===== config.mk =====
export PLATFORM = sky130hd
export DESIGN_NAME = lb_window_ctrl
export DESIGN_NICKNAME = d
export VERILOG_FILES = /design/src/rtl/lb_window_ctrl.sv
export SDC_FILE = /design/constraint.sdc
export NUM_CORES = 1
export LEC_CHECK = 0
export BUFFER_PORTS_ARGS = -buffer_cell sky130_fd_sc_hd__buf_2
export CAP_MARGIN = 10
export CORE_MARGIN = 10
export CORE_UTILIZATION = 46
export DETAILED_ROUTE_END_ITERATION = 10
export PLACE_DENSITY = 0.72
export SETUP_SLACK_MARGIN = 0.3
export SLEW_MARGIN = 10
export SYNTH_ARGS = -nofsm -noshare
export SYNTH_HDL_FRONTEND = slang
export SYNTH_SLANG_ARGS = --single-unit

===== constraint.sdc =====
create_clock -name i_clk -period 1.9 [get_ports i_clk]
set_input_delay 0.095 -clock i_clk [delete_from_list [all_inputs] [get_ports i_clk]]
set_output_delay 0.095 -clock i_clk [all_outputs]
set_load 0.005 [all_outputs]

===== src/rtl/lb_window_ctrl.sv =====
// Line-buffer window controller for the convolution front end.
// Writes incoming pixel rows into NUM_LB buffers in rotation. Once KERNEL
// complete rows are held, it reads KERNEL adjacent buffers together so their
// outputs form a KERNEL x KERNEL window. After each pass it frees the top row.
module lb_window_ctrl #(
  parameter int COLS   = 6,
  parameter int NUM_LB = 4,
  parameter int KERNEL = 3,
  localparam int LBW   = $clog2(NUM_LB)
) (
  input  logic              i_clk,
  input  logic              i_rst_n,
  input  logic              i_pix_valid,
  output logic              o_pix_ready,
  input  logic              i_out_ready,
  output logic [NUM_LB-1:0] o_lb_wr_en,
  output logic [NUM_LB-1:0] o_lb_rd_en,
  output logic [LBW-1:0]    o_wr_sel,
  output logic [LBW-1:0]    o_rd_sel,
  output logic              o_window_valid,
  output logic              o_line_done,
  output logic [LBW:0]      o_lines_avail
);

  localparam int CW = (COLS > 1) ? $clog2(COLS) : 1;

  localparam logic [1:0] ST_IDLE    = 2'd0;
  localparam logic [1:0] ST_READ    = 2'd1;
  localparam logic [1:0] ST_RELEASE = 2'd2;

  localparam logic [CW-1:0]  COL_ZERO     = '0;
  localparam logic [CW-1:0]  COL_ONE      = CW'(1);
  localparam logic [CW-1:0]  COL_LAST     = CW'(COLS - 1);
  localparam logic [CW-1:0]  COL_LAST_WIN = CW'(COLS - KERNEL);
  localparam logic [LBW-1:0] LB_ZERO      = '0;
  localparam logic [LBW-1:0] LB_ONE       = LBW'(1);
  localparam logic [LBW-1:0] LB_LAST      = LBW'(NUM_LB - 1);
  localparam logic [LBW:0]   AVAIL_ONE    = (LBW+1)'(1);
  localparam logic [LBW:0]   AVAIL_FULL   = (LBW+1)'(NUM_LB);
  localparam logic [LBW:0]   AVAIL_KERNEL = (LBW+1)'(KERNEL);

  logic [CW-1:0]  wr_col_reg, wr_col_next;
  logic [LBW-1:0] wr_lb_reg, wr_lb_next;
  logic [CW-1:0]  rd_col_reg, rd_col_next;
  logic [LBW-1:0] rd_lb_reg, rd_lb_next;
  logic [LBW:0]   lines_avail_reg, lines_avail_next;
  logic [1:0]     state_reg, state_next;

  logic pix_xfer;
  logic line_complete;
  logic read_beat;
  logic pass_end;
  logic rel_cycle;

  // True when buffer idx is one of the KERNEL rows starting at top (mod NUM_LB)
  function automatic logic in_window(input int idx, input logic [LBW-1:0] top);
    int off;
    off = idx - int'(top);
    if (off < 0) off = off + NUM_LB;
    return (off < KERNEL);
  endfunction

  // Ready is held low while reset is asserted so no enable escapes during reset
  assign o_pix_ready   = i_rst_n && (lines_avail_reg < AVAIL_FULL);
  assign pix_xfer      = i_pix_valid && o_pix_ready;
  assign line_complete = pix_xfer && (wr_col_reg == COL_LAST);
  assign read_beat     = (state_reg == ST_READ) && i_out_ready;
  assign pass_end      = read_beat && (rd_col_reg == COL_LAST);
  assign rel_cycle     = (state_reg == ST_RELEASE);

  assign o_wr_sel       = wr_lb_reg;
  assign o_rd_sel       = rd_lb_reg;
  assign o_window_valid = read_beat && (rd_col_reg <= COL_LAST_WIN);
  assign o_line_done    = rel_cycle;
  assign o_lines_avail  = lines_avail_reg;

  generate
    for (genvar gi = 0; gi < NUM_LB; gi++) begin : g_lb_en
      assign o_lb_wr_en[gi] = pix_xfer && (wr_lb_reg == LBW'(gi));
      assign o_lb_rd_en[gi] = read_beat && in_window(gi, rd_lb_reg);
    end
  endgenerate

  // Write pointer: advance column per pixel, move to next buffer at row end
  always_comb begin
    wr_col_next = wr_col_reg;
    wr_lb_next  = wr_lb_reg;
    if (pix_xfer) begin
      if (wr_col_reg == COL_LAST) begin
        wr_col_next = COL_ZERO;
        wr_lb_next  = (wr_lb_reg == LB_LAST) ? LB_ZERO : wr_lb_reg + LB_ONE;
      end else begin
        wr_col_next = wr_col_reg + COL_ONE;
      end
    end
  end

  // Read FSM: wait for KERNEL rows, stream COLS beats, then free the top row
  always_comb begin
    state_next  = state_reg;
    rd_col_next = rd_col_reg;
    rd_lb_next  = rd_lb_reg;
    case (state_reg)
      ST_IDLE: begin
        if (lines_avail_reg >= AVAIL_KERNEL) state_next = ST_READ;
      end
      ST_READ: begin
        if (pass_end) begin
          rd_col_next = COL_ZERO;
          state_next  = ST_RELEASE;
        end else if (read_beat) begin
          rd_col_next = rd_col_reg + COL_ONE;
        end
      end
      ST_RELEASE: begin
        rd_lb_next = (rd_lb_reg == LB_LAST) ? LB_ZERO : rd_lb_reg + LB_ONE;
        state_next = ST_IDLE;
      end
      default: state_next = ST_IDLE;
    endcase
  end

  // Row occupancy: completed rows in, released rows out; both at once cancel
  always_comb begin
    lines_avail_next = lines_avail_reg;
    if (line_complete && !rel_cycle) begin
      lines_avail_next = lines_avail_reg + AVAIL_ONE;
    end else if (rel_cycle && !line_complete) begin
      lines_avail_next = lines_avail_reg - AVAIL_ONE;
    end
  end

  // State registers; reset discards partial rows and any pass in progress
  always_ff @(posedge i_clk or negedge i_rst_n) begin
    if (!i_rst_n) begin
      wr_col_reg      <= '0;
      wr_lb_reg       <= '0;
      rd_col_reg      <= '0;
      rd_lb_reg       <= '0;
      lines_avail_reg <= '0;
      state_reg       <= ST_IDLE;
    end else begin
      wr_col_reg      <= wr_col_next;
      wr_lb_reg       <= wr_lb_next;
      rd_col_reg      <= rd_col_next;
      rd_lb_reg       <= rd_lb_next;
      lines_avail_reg <= lines_avail_next;
      state_reg       <= state_next;
    end
  end

endmodule

-- Yosys cells after proc, flatten, opt, wreduce, memory -nomap -nowiden
Index checks and enable logic that the tools add are counted.
- word-level logic and storage cells: 80
- flip-flop bits (word level): 15
- bits of input ports: 4
- output and inout bits: 18
- eq/ne operators: 10
- add/subtract/negate cells: 14
- reductions and logical operators: 25
- muxes and demuxes: 14
- order comparisons: 11
- operators with widths (kind ; number):
    $lt 32x3->1 const B ; 4
    $mux 32 ; 4
    $add 3x4->5 const B ; 4
    $logic_and 1x1->1 ; 16
    $mux 3 ; 5
    $lt 3x1->1 const B ; 4
    $add 3x1->3 const B ; 3
    $eq 2x2->1 const B ; 4
    $mux 2 ; 4
    $eq 3x3->1 const B ; 2
    $reduce_and 2->1 ; 3
    $sub 1x2->3 const A ; 2
    $sub 2x2->3 const A ; 2
    $add 2x1->2 const B ; 2
    $eq 2x1->1 const B ; 2
    $logic_not 2->1 ; 2
    $ne 2x2->1 const B ; 2
    $pmux 2 s2 ; 1
    $reduce_bool 2->1 ; 2
    $ge 3x2->1 const B ; 1
    $le 3x2->1 const B ; 1
    $lt 3x3->1 const B ; 1
    $sub 3x1->3 const B ; 1
    $logic_not 1->1 ; 2

-- Longest topological paths before layout
- depth in word-level cells: 8
- gate-level depth with buffers: 9
- depth with buffers taken out: 8

-- Least setup slack after synthesis
OpenSTA, ideal clock, no wires.
- path type: reg2reg
- from: register lines_avail_reg[2] (netlist: o_lines_avail[2])
- to: register lines_avail_reg[2] (netlist: o_lines_avail[2])
- arrival: 1.971 ns
- setup slack: -0.150 ns
- data required time: 1.821 ns
- path buffers: 1
- library setup time: 0.079 ns
- clock period less this slack: 2.050 ns
- cell stages (with the launch flop): 10
- cell sequence: dfrtp_1 and3b_1 buf_6 and4b_4 ha_1 inv_1 fa_1 xor2_1 nor2_1 xor2_1
- cells in the longest elaborated chain, start to end: 7
- elaborated cells on any way between the ends: 12
- those cells by class: add/sub: 2; order compare: 1; mux: 2; reduce/logical: 7
- RTL lines (what ; line ; source):
    start, declared ; 46 ; logic [LBW:0] lines_avail_reg, lines_avail_next;
    start signal, assigned ; 147 ; lines_avail_reg <= lines_avail_next;
    $lt 3x3->1 * ; 64 ; assign o_pix_ready = i_rst_n && (lines_avail_reg < AVAIL_FULL);
    $logic_and 1x1->1 * ; 64 ;
    $logic_and 1x1->1 * ; 65 ; assign pix_xfer = i_pix_valid && o_pix_ready;
    $logic_and 1x1->1 * ; 66 ; assign line_complete = pix_xfer && (wr_col_reg == COL_LAST);
    via line_complete ; 50 ; logic line_complete;
    $logic_not 1->1 ; 128 ; end else if (rel_cycle && !line_complete) begin
    $logic_and 1x1->1 ; 128 ;
    $reduce_bool 2->1 (no source line) ; -- ;
The timed path passes the listed nets; every way through them passes the cells marked *. The select of a mux whose other input is x is not followed.
A chain may end at the register's enable or synchronous reset.

-- Final worst setup path
Ends and elaborated chain as after synthesis.

==> impl_metrics.json <==
{
  "outcome": "finished clean",
  "drv_cap": 0,
  "crit_path_end_kind": "flop",
  "die_w_um": 64.4,
  "drt_iter0_markers": 24,
  "area_growth_pct": 29.4,
  "cp.required_ns": 2.11,
  "synth.avg_cell_area_um2": 10.7,
  "grt_pass1_wl_um": 3220,
  "setup_tns_ns": 0,
  "wl_um": 1930,
  "synthAdderAreaFrac": 0.202,
  "diodes": 0,
  "final_area_um2": 1170,
  "cts_root_buffer": "clkbuf_4",
  "dp_slack_ns": -0.0104,
  "p_per_area_nw_per_um2": 730,
  "fillers": 163,
  "final.period_utilization": 0.974,
  "cp.arrival_ns": 2.06,
  "setup-violations-final": 0,
  "syn_area_um2": 906,
  "clock_path_buffers": 2,
  "start_util": 0.503,
  "cts_tree": "built",
  "grt_overflow": 0,
  "core_um2": 1800,
  "die_area_um2": 4140,
  "via_per_inst": 4.82,
  "synth_seq_cells": 15,
  "synth.area.mux_share": 0.0456,
  "layout_min_cycle_time_ns": 1.85,
  "cp_max_fo": 2,
  "cts.sinks": 15,
  "worstSetupPathType": "reg2reg",
  "grt_pass1_vias": 735,
  "h-tree-depth": 1,
  "layout_setup_ws_ns": 0.0503,
  "io_buffers": 21,
  "vias": 703,
  "nets": 140,
  "drc": 0,
  "synth.yosys.seq_area_share": 0.414,
  "syn-num-nets": 103,
  "ff_latch_area_um2": 375,
  "finClkSkew_ns": 0.00350,
  "synth_cell_types": 27,
  "worst_slew_pin_slew_ns": 0.341,
  "hold_violations": 0,
  "synth_top_family_by_area": "adder cells",
  "synthSimpleGateAreaFrac": 0.186,
  "ys_warn_count": 0,
  "die_h_um": 64.4,
  "hold_path_class": "in2reg",
  "dr.pass1.iters": 3,
  "place_congestion": 0.782,
  "slew_violations": 0,
  "dp.final_hpwl_um": 1460,
  "grt_use_total": 0.0975,
  "multi_input_area_um2": 504,
  "rsz0062_at_grt": "yes",
  "postPlaceCellArea_um2": 1080,
  "io_pins": 22,
  "critPathLaunchType": "flop",
  "synth-xor-area-share": 0.0387,
  "path_clk_slew_ns": 0.09,
  "syn_inst": 85,
  "relSlewSlack": 0.772,
  "max_freq_ghz": 0.541,
  "cts-buffers-inserted": 3,
  "clock_latency_ns": 0.28,
  "vdd_ir_drop_max_v": 0.000409,
  "grt_start_max_net_pins": 18,
  "power.leakage_nw": 0.612,
  "fp-row-count": 15,
  "synth_compound_area_frac": 0.0635,
  "drive_above_1_share": 0.397,
  "antenna_found_initial": 0,
  "avgRoutedWirePerCell_um": 13.2,
  "ant_nets": 0
}
-- cells by family (layout without fill, tap and decap cells) --
family	Yosys count	after routing
AOI/OAI and AO/OA	9	9
xor gates and xnor gates	4	4
adders and majority gates	14	14
buffers and inverters	10	46
DFF	15	15
muxes	3	3
and+or+nand+nor	30	30
-- worst paths after layout --
check	from	to	slack (ns)	cells past startpoint
max in group asynchronous	i_rst_n	o_lines_avail[2]	1.41	3
min reg2reg	state_reg[1]	state_reg[0]	0.47	1
min	i_pix_valid	wr_col_reg[1]	0.18	3
min in group asynchronous	i_rst_n	wr_col_reg[0]	0.31	3
max	o_lines_avail[2]	o_lines_avail[2]	0.05	8
max reg2reg	o_lines_avail[2]	o_lines_avail[2]	0.05	8
-- layout by cell type, fill, tap and decap left out, types with 3 or more instances in the layout --
| cell type | Yosys | routed |
|---|---|---|
| and2_2 | 4 | 4 |
| buf_2 | 0 | 21 |
| buf_4 | 0 | 12 |
| clkbuf_4 | 0 | 3 |
| dfrtp_1 | 15 | 15 |
| ha_1 | 13 | 12 |
| inv_1 | 8 | 7 |
| mux2_4 | 2 | 3 |
| nand2_1 | 5 | 5 |
| nor2_1 | 9 | 9 |
| nor3_1 | 3 | 3 |
| o21ai_0 | 3 | 3 |
| xor2_1 | 3 | 3 |
-- stage by stage --
stage | hold WS (ns) | power [mW] | utilization | std cells
after detailed placement | 0.0815 | 0.659 | 0.597 | 133
after floorplan | -0.201 | 0.568 | - | 85
after global placement | 0.0762 | 0.643 | 0.597 | 133
after CTS | 0.165 | 0.850 | 0.630 | 141
after global routing | 0.200 | 0.925 | 0.651 | 146
final | 0.176 | 0.856 | 0.651 | 146
-- power by group --
group          internal, mW  switching [mW]
clock                0.0816          0.0998
sequential            0.369          0.0593
combinational         0.126           0.120
total                 0.576           0.279
-- critical path: stages, from the launching register on --
cell and delay [ns]:
dfrtp_1 0.39, and3b_1 0.23, and4b_4 0.26, ha_4 0.13, inv_2 0.03, fa_2 0.32, xor2_1 0.15, nor2_1 0.11
xor2_1 0.16
-- metal layers --
layer,global-route usage,vias up,routed length [µm]
met5,0,-,0
met4,0.0348,0,40
met3,0.0453,4,84
met2,0.172,12,999
met1,0.0980,340,806
li1,-,347,-
-- cell type report --
type	count	area share
Multi-Input combinational cell	60	0.430
Sequential cell	15	0.320
Timing Repair Buffer	34	0.175
Tap cell	25	0.0267
Inverter	8	0.0256
Clock buffer	4	0.0224
-- timing repair --
| item | 4_1_cts | 5_1_grt |
|---|---|---|
| buffers inserted | 3 | 5 |
| hold endpoints to repair | 15 | 0 |
| resized for setup | 0 | 0 |
| setup endpoints to repair | 2 | 5 |
| pin swaps | 2 | 1 |
| hold buffers | 1 | 0 |
-- synth_stat cells --
master | instances | area share
nand3_1 | 1 | 0.0055
o31ai_1 | 2 | 0.017
xor2_1 | 3 | 0.029
nand2_1 | 5 | 0.021
and2_1 | 1 | 0.0069
nor2b_1 | 2 | 0.014
xnor2_1 | 1 | 0.0097
and4b_4 | 1 | 0.015
buf_6 | 1 | 0.012
and3b_1 | 1 | 0.0097
a211oi_1 | 1 | 0.0083
a21oi_1 | 1 | 0.0055
dfrtp_1 | 15 | 0.41
inv_1 | 8 | 0.033
fa_1 | 1 | 0.022
mux2_2 | 1 | 0.012
and2_2 | 4 | 0.033
mux2_4 | 2 | 0.033
nor3_1 | 3 | 0.017
nor2_1 | 9 | 0.037
nand3b_1 | 1 | 0.0083
nand4b_1 | 1 | 0.0097
clkbuf_1 | 1 | 0.0041
ha_1 | 13 | 0.18
o21ai_0 | 3 | 0.017
and2b_2 | 1 | 0.0097
a21o_1 | 2 | 0.017
(Power assumes the default switching activity.)
